**src/rtl/cpu_pkg.sv**
```systemverilog
// Shared definitions for the 5-bit CPU: widths, opcodes, instruction field positions and flags.
package cpu_pkg;

  localparam int DATA_W    = 5;
  localparam int INSTR_W   = 11;
  localparam int ADDR_W    = 3;
  localparam int NUM_REGS  = 4;
  localparam int RAM_DEPTH = 8;

  localparam int OP_HI    = 10;
  localparam int OP_LO    = 7;
  localparam int RA_HI    = 6;
  localparam int RA_LO    = 5;
  localparam int RB_HI    = 4;
  localparam int RB_LO    = 3;
  localparam int IMM_HI   = 4;
  localparam int IMM_LO   = 0;
  localparam int DADDR_HI = 4;
  localparam int DADDR_LO = 2;
  localparam int JADDR_HI = 6;
  localparam int JADDR_LO = 4;

  typedef enum logic [3:0] {
    OP_NOP   = 4'b0000,
    OP_JMP   = 4'b0001,
    OP_JE    = 4'b0010,
    OP_JG    = 4'b0011,
    OP_JL    = 4'b0100,
    OP_LOAD  = 4'b0101,
    OP_ROL   = 4'b0110,
    OP_ROR   = 4'b0111,
    OP_CMP   = 4'b1000,
    OP_SUB   = 4'b1001,
    OP_ADD   = 4'b1010,
    OP_ADDIN = 4'b1011,
    OP_STORE = 4'b1100,
    OP_AND   = 4'b1101,
    OP_OUT   = 4'b1110,
    OP_MOV   = 4'b1111
  } opcode_t;

  typedef struct packed {
    logic eq;
    logic gt;
    logic lt;
  } flags_t;

  // Rotations are modulo the data width, so any 5-bit immediate folds into 0..4.
  function automatic logic [2:0] rot_amount(input logic [DATA_W-1:0] imm);
    return 3'(imm % DATA_W);
  endfunction

endpackage

```
**src/rtl/cpu_alu.sv**
```systemverilog
// Combinational datapath for the 5-bit CPU: add/sub/and, rotates and unsigned compare.
module cpu_alu
  import cpu_pkg::*;
(
  input  opcode_t           op,
  input  logic [DATA_W-1:0] a,
  input  logic [DATA_W-1:0] b,
  input  logic [DATA_W-1:0] imm,
  output logic [DATA_W-1:0] result,
  output flags_t            flags
);

  localparam logic [2:0] DW3 = 3'(DATA_W);

  logic [2:0] rot;

  always_comb begin
    rot    = rot_amount(imm);
    result = a;
    case (op)
      OP_ADD, OP_ADDIN: result = a + b;
      OP_SUB:           result = a - b;
      OP_AND:           result = a & b;
      // A shift by the full width yields zero, which keeps rot==0 an identity.
      OP_ROL:           result = (a << rot) | (a >> (DW3 - rot));
      OP_ROR:           result = (a >> rot) | (a << (DW3 - rot));
      default:          result = a;
    endcase
    flags.eq = (a == b);
    flags.gt = (a > b);
    flags.lt = (a < b);
  end

endmodule

```
**src/rtl/cpu.sv**
```systemverilog
// Top of the single-cycle 5-bit CPU with unified program/data RAM.
// Define CPU_DEBUG_EN to expose REG0..REG3 and RAM0..RAM7 observation ports.
module cpu
  import cpu_pkg::*;
(
  input  logic                clk,
  input  logic                reset,
  input  logic                PC_Enable,
  input  logic                RAM_Write_Enable,
  input  logic [ADDR_W-1:0]   RAM_Write_Address,
  input  logic [INSTR_W-1:0]  RAM_Write_Data,
  input  logic [DATA_W-1:0]   InD,
  input  logic                InE,
  output logic [DATA_W-1:0]   OutD,
  output logic [ADDR_W-1:0]   PC,
  output logic [INSTR_W-1:0]  PI
`ifdef CPU_DEBUG_EN
  ,
  output logic [DATA_W-1:0]   REG0,
  output logic [DATA_W-1:0]   REG1,
  output logic [DATA_W-1:0]   REG2,
  output logic [DATA_W-1:0]   REG3,
  output logic [INSTR_W-1:0]  RAM0,
  output logic [INSTR_W-1:0]  RAM1,
  output logic [INSTR_W-1:0]  RAM2,
  output logic [INSTR_W-1:0]  RAM3,
  output logic [INSTR_W-1:0]  RAM4,
  output logic [INSTR_W-1:0]  RAM5,
  output logic [INSTR_W-1:0]  RAM6,
  output logic [INSTR_W-1:0]  RAM7
`endif
);

  logic [INSTR_W-1:0] ram [RAM_DEPTH];
  logic [DATA_W-1:0]  regs [NUM_REGS];
  logic [ADDR_W-1:0]  pc;
  logic [ADDR_W-1:0]  pc_inc;
  logic [ADDR_W-1:0]  pc_next;
  logic [DATA_W-1:0]  inr;
  logic [DATA_W-1:0]  out_d;
  flags_t             flags;

  logic [INSTR_W-1:0] instr;
  opcode_t            op;
  logic [1:0]         ra;
  logic [1:0]         rb;
  logic [DATA_W-1:0]  imm;
  logic [ADDR_W-1:0]  daddr;
  logic [ADDR_W-1:0]  jaddr;
  logic [DATA_W-1:0]  alu_b;
  logic [DATA_W-1:0]  alu_result;
  flags_t             alu_flags;

  assign instr = ram[pc];
  assign op    = opcode_t'(instr[OP_HI:OP_LO]);
  assign ra    = instr[RA_HI:RA_LO];
  assign rb    = instr[RB_HI:RB_LO];
  assign imm   = instr[IMM_HI:IMM_LO];
  assign daddr = instr[DADDR_HI:DADDR_LO];
  assign jaddr = instr[JADDR_HI:JADDR_LO];

  // ADDIN sums with the input latch instead of R[rb].
  assign alu_b = (op == OP_ADDIN) ? inr : regs[rb];

  cpu_alu u_alu (
    .op     (op),
    .a      (regs[ra]),
    .b      (alu_b),
    .imm    (imm),
    .result (alu_result),
    .flags  (alu_flags)
  );

  always_comb begin
    pc_inc  = pc + 3'd1;
    pc_next = pc_inc;
    case (op)
      OP_JMP:  pc_next = jaddr;
      OP_JE:   pc_next = flags.eq ? jaddr : pc_inc;
      OP_JG:   pc_next = flags.gt ? jaddr : pc_inc;
      OP_JL:   pc_next = flags.lt ? jaddr : pc_inc;
      default: pc_next = pc_inc;
    endcase
  end

  // External RAM writes take priority; execution only proceeds when no load is in progress.
  always_ff @(posedge clk or negedge reset) begin
    if (!reset) begin
      pc    <= '0;
      inr   <= '0;
      out_d <= '0;
      flags <= '0;
      for (int i = 0; i < NUM_REGS; i++) regs[i] <= '0;
      for (int i = 0; i < RAM_DEPTH; i++) ram[i] <= '0;
    end else begin
      if (InE) inr <= InD;
      if (RAM_Write_Enable) begin
        ram[RAM_Write_Address] <= RAM_Write_Data;
      end else if (PC_Enable) begin
        pc <= pc_next;
        case (op)
          OP_LOAD:  regs[ra] <= ram[daddr][DATA_W-1:0];
          OP_STORE: ram[daddr] <= {{(INSTR_W-DATA_W){1'b0}}, regs[ra]};
          OP_ROL, OP_ROR, OP_SUB, OP_ADD, OP_AND: regs[ra] <= alu_result;
          OP_ADDIN: regs[rb] <= alu_result;
          OP_CMP:   flags <= alu_flags;
          OP_OUT:   out_d <= regs[ra];
          OP_MOV:   regs[ra] <= regs[rb];
          default:  ;
        endcase
      end
    end
  end

  assign OutD = out_d;
  assign PC   = pc;
  assign PI   = instr;

`ifdef CPU_DEBUG_EN
  assign REG0 = regs[0];
  assign REG1 = regs[1];
  assign REG2 = regs[2];
  assign REG3 = regs[3];
  assign RAM0 = ram[0];
  assign RAM1 = ram[1];
  assign RAM2 = ram[2];
  assign RAM3 = ram[3];
  assign RAM4 = ram[4];
  assign RAM5 = ram[5];
  assign RAM6 = ram[6];
  assign RAM7 = ram[7];
`endif

endmodule

```
**config.mk**
```make
export PLATFORM = sky130hd
export DESIGN_NAME = cpu
export DESIGN_NICKNAME = d
export VERILOG_FILES = /design/src/rtl/cpu_pkg.sv /design/src/rtl/cpu_alu.sv /design/src/rtl/cpu.sv
export SDC_FILE = /design/constraint.sdc
export NUM_CORES = 1
export LEC_CHECK = 0
export ABC_AREA = 1
export BUFFER_PORTS_ARGS = -buffer_cell sky130_fd_sc_hd__buf_2
export CAP_MARGIN = 30
export CORE_ASPECT_RATIO = 0.8
export CORE_MARGIN = 1
export CORE_UTILIZATION = 45
export DETAILED_ROUTE_END_ITERATION = 8
export SLEW_MARGIN = 25
export SYNTH_ARGS = -nofsm -noshare
export SYNTH_HDL_FRONTEND = slang
export SYNTH_SLANG_ARGS = --single-unit
```
**constraint.sdc**
```tcl
create_clock -name clk -period 6.64 [get_ports clk]
set_clock_uncertainty 0.1 [all_clocks]
set_input_delay 0.332 -clock clk [delete_from_list [all_inputs] [get_ports clk]]
set_output_delay 0.332 -clock clk [all_outputs]
set_load 0.02 [all_outputs]
```
==> impl_results.md, run 1 <==
- Number of port buffers: 42
- Syn Nets: between 1000 and 1500
- Final Max Tran Viols: 0
- Worst path slowest cell: dfrtp_2
- CTS H-tree lvls: 4
- FILL cells: 2102
- Die area: 22100 um^2
- Tmin final: 5.86 ns
- NumNets Final: 1491
- Top cells by area, synth: dfrtp_1 (32%), nand2_1 (12%), inv_1 (6.9%)
- Final setup fails: 0
- Gp weighted congestion: 1.00
- CP peak stage delay: just over 0.6 ns
- CP required: 6.86 ns
- Post-synthesis cell area: 9680 um^2
- Worst-path fanout max: 34
- Drt pass-1 iters: 9
- Hold_buf cts: 1
- Most frequent CP cell: nand2_1
- Total Wirelength: 33000 um
- Final HPWL from detailed placement: around 24000 um
- Crit Path Class: reg2reg
- Clock root buffer: clkbuf_16
- CP arrival: just over 6 ns
- Outcome: finished with violations
- # Post-CTS Setup Buffers: 0
- Mean Syn Cell Area: 6.84 um^2
- Clock sink count: 124
- Max Cap Viol: 0
- I/O pins: 43
- PostCTS Resize Cnt: 0
- Post-synthesis instance total: 1416
- Slew @ Worst Pin: a little under 1 ns
- Cell Rows: 47
- Max Fclk: 171 MHz
- Initial Utilization: 46.4%
- Synth top cells by count: nand2_1 (321), inv_1 (178), dfrtp_1 (124)
- Worst r2r src: PC[0]
- Setup TNS: 0 ns
- Die Width: 166 um
- Failing checks: design-rule violations
- Critical path origin: PC[0]
- Synth area leader: dfrtp_1
- First-pass GRT wire length: ~52000 um
- DR iter-0 viols: 1272
- Top-area cell type share of the netlist area: 32.0%
- Seq/Total Area, Yosys: 32.0%
- Number of flops mapped to enable cells by yosys: 0
- Fraction of registers with async set/reset: 100%
- Worst hold-check path type: in2reg
- Die Height: 133 um
- R2r setup slk: 0.78 ns
- Routed wire length per instance: between 15 and 20 um
- Hold Vio Cnt, Final: 0
- Vias in the first global route: 9086
- Clock Latency Late Sink: 0.43 ns
- Remaining antenna violation count: 0
- CTS max path bufs: 2
- Core area: ~21000 um^2
- Startpoint Class: flop
- Synth Warn #: 0
- Most frequent cell after synthesis: nand2_1
- Antenna violations before repair: 0
- Cts bufs inserted: 17
- Diode count: 0
- Period utilization: 88.3%
- Layout cell share with drive strength beyond 1: ~14%
- Vias per std cell: 5.84
- Remaining global-route overflow: 0
- FF+latch count, synth: 124
- CP Capture Type: flop
- GRT Total Usage: about 30%
- Slew HR: 34.5%
- Largest net degree at the start of global routing: 75
- Unrepaired setup endpoints after global routing: no
- Top FF cell, synth: dfrtp_1
- Vias: 10100
- Synth unique cells: 53
- CTS tree: done
- Hold path start: InD[0]
- Area growth from synthesis to layout: 10.9%
- DRC viols: 2
- Clk pin slew, worst setup/hold paths: ~0.070 ns
stage by stage:
stage,hold WS (ns),instances,worst slack [ns],utilization [%],cell area [um^2]
floorplan,-0.0636,1416,1.54,-,9680
detailed placement,0.325,1695,0.905,48.4,10100
global placement,0.323,1695,1.02,48.4,10100
finish,0.0214,1729,0.776,51.4,10700
CTS,0.0174,1728,0.861,51.4,10700
global route,0.0353,1729,0.228,51.4,10700
cell type report:
type | instances | area [um^2] | share of cell area (%)
clock buffer | 17 | 425 | 3.96
clock inverter | 15 | 196 | 1.83
inverter | 203 | 766 | 7.13
multi-input combinational | 1038 | 5530 | 51.5
sequential | 124 | 3100 | 28.9
tap | 269 | 337 | 3.13
timing repair buffer | 63 | 377 | 3.51
per-layer routing:
layer  vias to the layer above  GRT usage, %  wire [um]
li1                       4818             -          -
met1                      4697          45.1      15200
met2                       520          44.2      13700
met3                        65          5.79       3420
met4                         0          7.68        641
met5                         -             0          0
path summary, 6_finish.rpt:
path / endpoint / cells after the start
worst max-delay path: regs[8] / 36
worst min register to register: OutD[1] / 2
min in group asynchronous: ram[48] / 2
max in group asynchronous: PC[0] / 3
worst max register to register: regs[8] / 36
worst min-delay path: inr[0] / 3
cells by family (layout without fill, tap and decap cells):
logic type,count (synthesis),after routing,synth area share (%)
simple gates,652,652,31.8
mux,4,4,0.465
flops,124,124,32.0
compound gates,356,356,21.6
xor+xnor,6,6,0.543
fa+ha+maj,20,20,2.74
buf+inv,254,298,10.8
critical path: cells and delay by family, from the launching register on:
family                     cells  cell delay [ns]
buffers and inverters          6             0.94
AOI/OAI and AO/OA              3             0.46
xor gates and xnor gates       1             0.28
DFF                            1             0.62
adders and majority gates      3             0.73
and+or+nand+nor               23             2.59
sequential cells by signal, indices dropped and copies added (netlist names):
register,count
ram,88
inr,5
OutD,5
regs,20
flags,3
PC,3
layout by cell type (no fill, tap or decap), types with 4 or more instances in the layout:
| cell | count |
|---|---|
| a21oi_1 | 111 |
| a31oi_1 | 12 |
| dfrtp_1 | 123 |
| o22ai_1 | 56 |
| o221ai_1 | 18 |
| o21a_1 | 7 |
| o211ai_1 | 7 |
| nand4_1 | 7 |
| nand3_4 | 6 |
| nand3_1 | 111 |
| nand2_2 | 29 |
| nor2_2 | 6 |
| o21ai_2 | 5 |
| inv_6 | 5 |
| clkbuf_16 | 17 |
| nand3_2 | 11 |
| nor3_1 | 18 |
| mux2_2 | 4 |
| o21ai_0 | 98 |
| a22oi_1 | 8 |
| a211oi_1 | 4 |
| a221oi_1 | 5 |
| ha_1 | 18 |
| inv_8 | 4 |
| nand3b_1 | 17 |
| o21ai_1 | 16 |
| buf_4 | 19 |
| xor2_1 | 5 |
| inv_2 | 22 |
| buf_2 | 41 |
| nand2_4 | 10 |
| inv_1 | 178 |
| nor2_1 | 107 |
| nand2_1 | 321 |
Power of run 1 is left out: the tool's default activity adds up to more than one toggle a clock period on the data nets, which glitch-free logic cannot reach.
==> run 2: changes to the inputs <==
CORE_MARGIN = 4   (was 1)
CORE_UTILIZATION = 35   (was 45)
SLEW_MARGIN = 30   (was 25)
==> impl_results.md, run 2 (same netlist as run 1, synthesis figures left out) <==
- Outcome: finished clean
- PostCTS Resize Cnt: 0 (unchanged)
- Unrepaired setup endpoints after global routing: no
- Largest regs: ram: 88 flops, regs: 20 flops
- Core area: 27200 um^2 (+30%)
- Remaining global-route overflow: 0 (unchanged)
- Most frequent CP cell: nand2_1
- GRT Total Usage: 22.1% (-8.0 points)
- Clock sink count: 124 (unchanged)
- Initial Utilization: 35.6% (-11 points)
- Vias per std cell: 5.58 (-4.4%)
- Worst hold-check path type: in2reg
- NumNets Final: 1490 (-0.067%)
- Cell Rows: 54 (+15%)
- Final setup fails: 0 (unchanged)
- Routed wire length per instance: 18.6 um (-2.5%)
- Die Height: 157 um (+18%)
- Setup TNS: 0 ns (unchanged)
- Remaining antenna violation count: 0 (unchanged)
- Crit Path Class: reg2reg
- CTS H-tree lvls: 4 (unchanged)
- Commonest non-fill, non-tap cell in the layout: nand2_1
- Period utilization: 84.9% (-3.4 points)
- Placed Cells: 1790 (+5.6%)
- Layout cell share with drive strength beyond 1: 13.8% (about the same)
- Finished Core Util: 39.8% (-12 points)
- CP required: 6.87 ns (about the same)
- Area growth from synthesis to layout: 11.9%
- Total Wirelength: 33900 um (+2.8%)
- CP Capture Type: flop
- Clk pin slew, worst setup/hold paths: 0.07 ns (about the same)
- Commonest non-fill, non-tap cells in the layout: nand2_1 (321), inv_1 (178), dfrtp_1 (123)
- Antenna violations before repair: 0 (unchanged)
- Vias in the first global route: 9455 (+4.1%)
- CP arrival: 5.86 ns (-0.22 ns)
- Die area: 30400 um^2 (+38%)
- Diode count: 0 (unchanged)
- Max reg flops: 88 (unchanged)
- Slew HR: 34.5% (about the same)
- Cts bufs inserted: 17 (unchanged)
- First-pass GRT wire length: 53700 um (+4.0%)
- I/O pins: 43 (unchanged)
- R2r setup slk: 1.00 ns (+0.23 ns)
- Tmin final: 5.64 ns (-0.227 ns)
- CP peak stage delay: 0.41 ns (-0.21 ns)
- DR iter-0 viols: 1175 (-7.6%)
- Clock root buffer: clkbuf_16
- Clock Latency Late Sink: 0.44 ns (about the same)
- CTS tree: done
- Die Width: 194 um (+17%)
- Max Fclk: 177 MHz (+4.0%)
- FILL cells: 2800 (+33%)
- Hold Vio Cnt, Final: 0 (unchanged)
- Final HPWL from detailed placement: 23900 um (+1.7%)
- Gp weighted congestion: 0.946 (-5.4%)
- Drt pass-1 iters: 7 (-2)
- Final Max Tran Viols: 0 (unchanged)
- DRC viols: 0 (-2)
- Startpoint Class: flop
- Slew @ Worst Pin: 0.979 ns (-0.00248 ns)
- Number of port buffers: 42 (unchanged)
- Worst-path fanout max: 28 (-18%)
- Largest net degree at the start of global routing: 65 (-13%)
- CTS max path bufs: 2 (unchanged)
- Worst path slowest cell: inv_2
- Biggest register: ram
- Vias: 10180 (+0.79%)
- Non-Filler Instances: 1823 (+5.4%)
- Max Cap Viol: 0 (unchanged)
## run 2: final cells by class
type | count | area (um^2) | area share [%]
repair buffers | 62 | 369 | 3.40
clock inverters | 14 | 169 | 1.56
inverters | 203 | 766 | 7.06
well taps | 364 | 455 | 4.20
flip-flops and latches | 124 | 3100 | 28.6
clock buffers | 18 | 439 | 4.05
multi-input cells | 1038 | 5540 | 51.1
## run 2: worst paths after layout
| path | startpoint | endpoint | depth (start not counted) |
|---|---|---|---|
| setup / recovery | PC[1] | regs[3] | 37 |
| setup reg to reg | PC[1] | regs[3] | 37 |
| hold / removal | InD[0] | inr[0] | 3 |
| max in group asynchronous | reset | PC[0] | 3 |
| hold reg to reg | OutD[0] | OutD[0] | 2 |
| min in group asynchronous | reset | regs[7] | 2 |
## run 2: stage by stage
| stage | hold slack (ns) | area, um^2 | setup WS [ns] |
|---|---|---|---|
| floorplan | -0.0636 | 9680 | 1.54 |
| global placement | 0.288 | 10200 | 1.27 |
| detailed placement | 0.288 | 10200 | 1.11 |
| CTS | 0.0116 | 10800 | 1.09 |
| global route | 0.0298 | 10800 | 0.424 |
| finish | 0.0111 | 10800 | 1.00 |
## run 2: metal layers
layer  share of wire [%]  vias to the layer above  GRT usage, %
li1                    -                     4817             -
met1                  46                     4759          32.6
met2                  42                      528          32.4
met3                 9.3                       76          4.24
met4                 2.4                        0          7.56
met5                   0                        -             0
## run 2: worst max-delay path: cells and delay by family (launching register included)
| kind | cells | cell delay [ns] |
|---|---|---|
| AOI/OAI and AO/OA | 3 | 0.49 |
| adders and majority gates | 3 | 0.59 |
| and+or+nand+nor | 23 | 2.63 |
| DFF | 1 | 0.36 |
| buffers and inverters | 7 | 1.03 |
| xor gates and xnor gates | 1 | 0.27 |
## run 2: timing repair
| action | 4_1_cts | 5_1_grt |
|---|---|---|
| setup endpoints to repair | 0 | 0 |
| hold endpoints to repair | 63 | 0 |
| buffers inserted | 0 | 0 |
| hold buffers | 1 | 0 |
Power of run 2 is left out for the same reason.
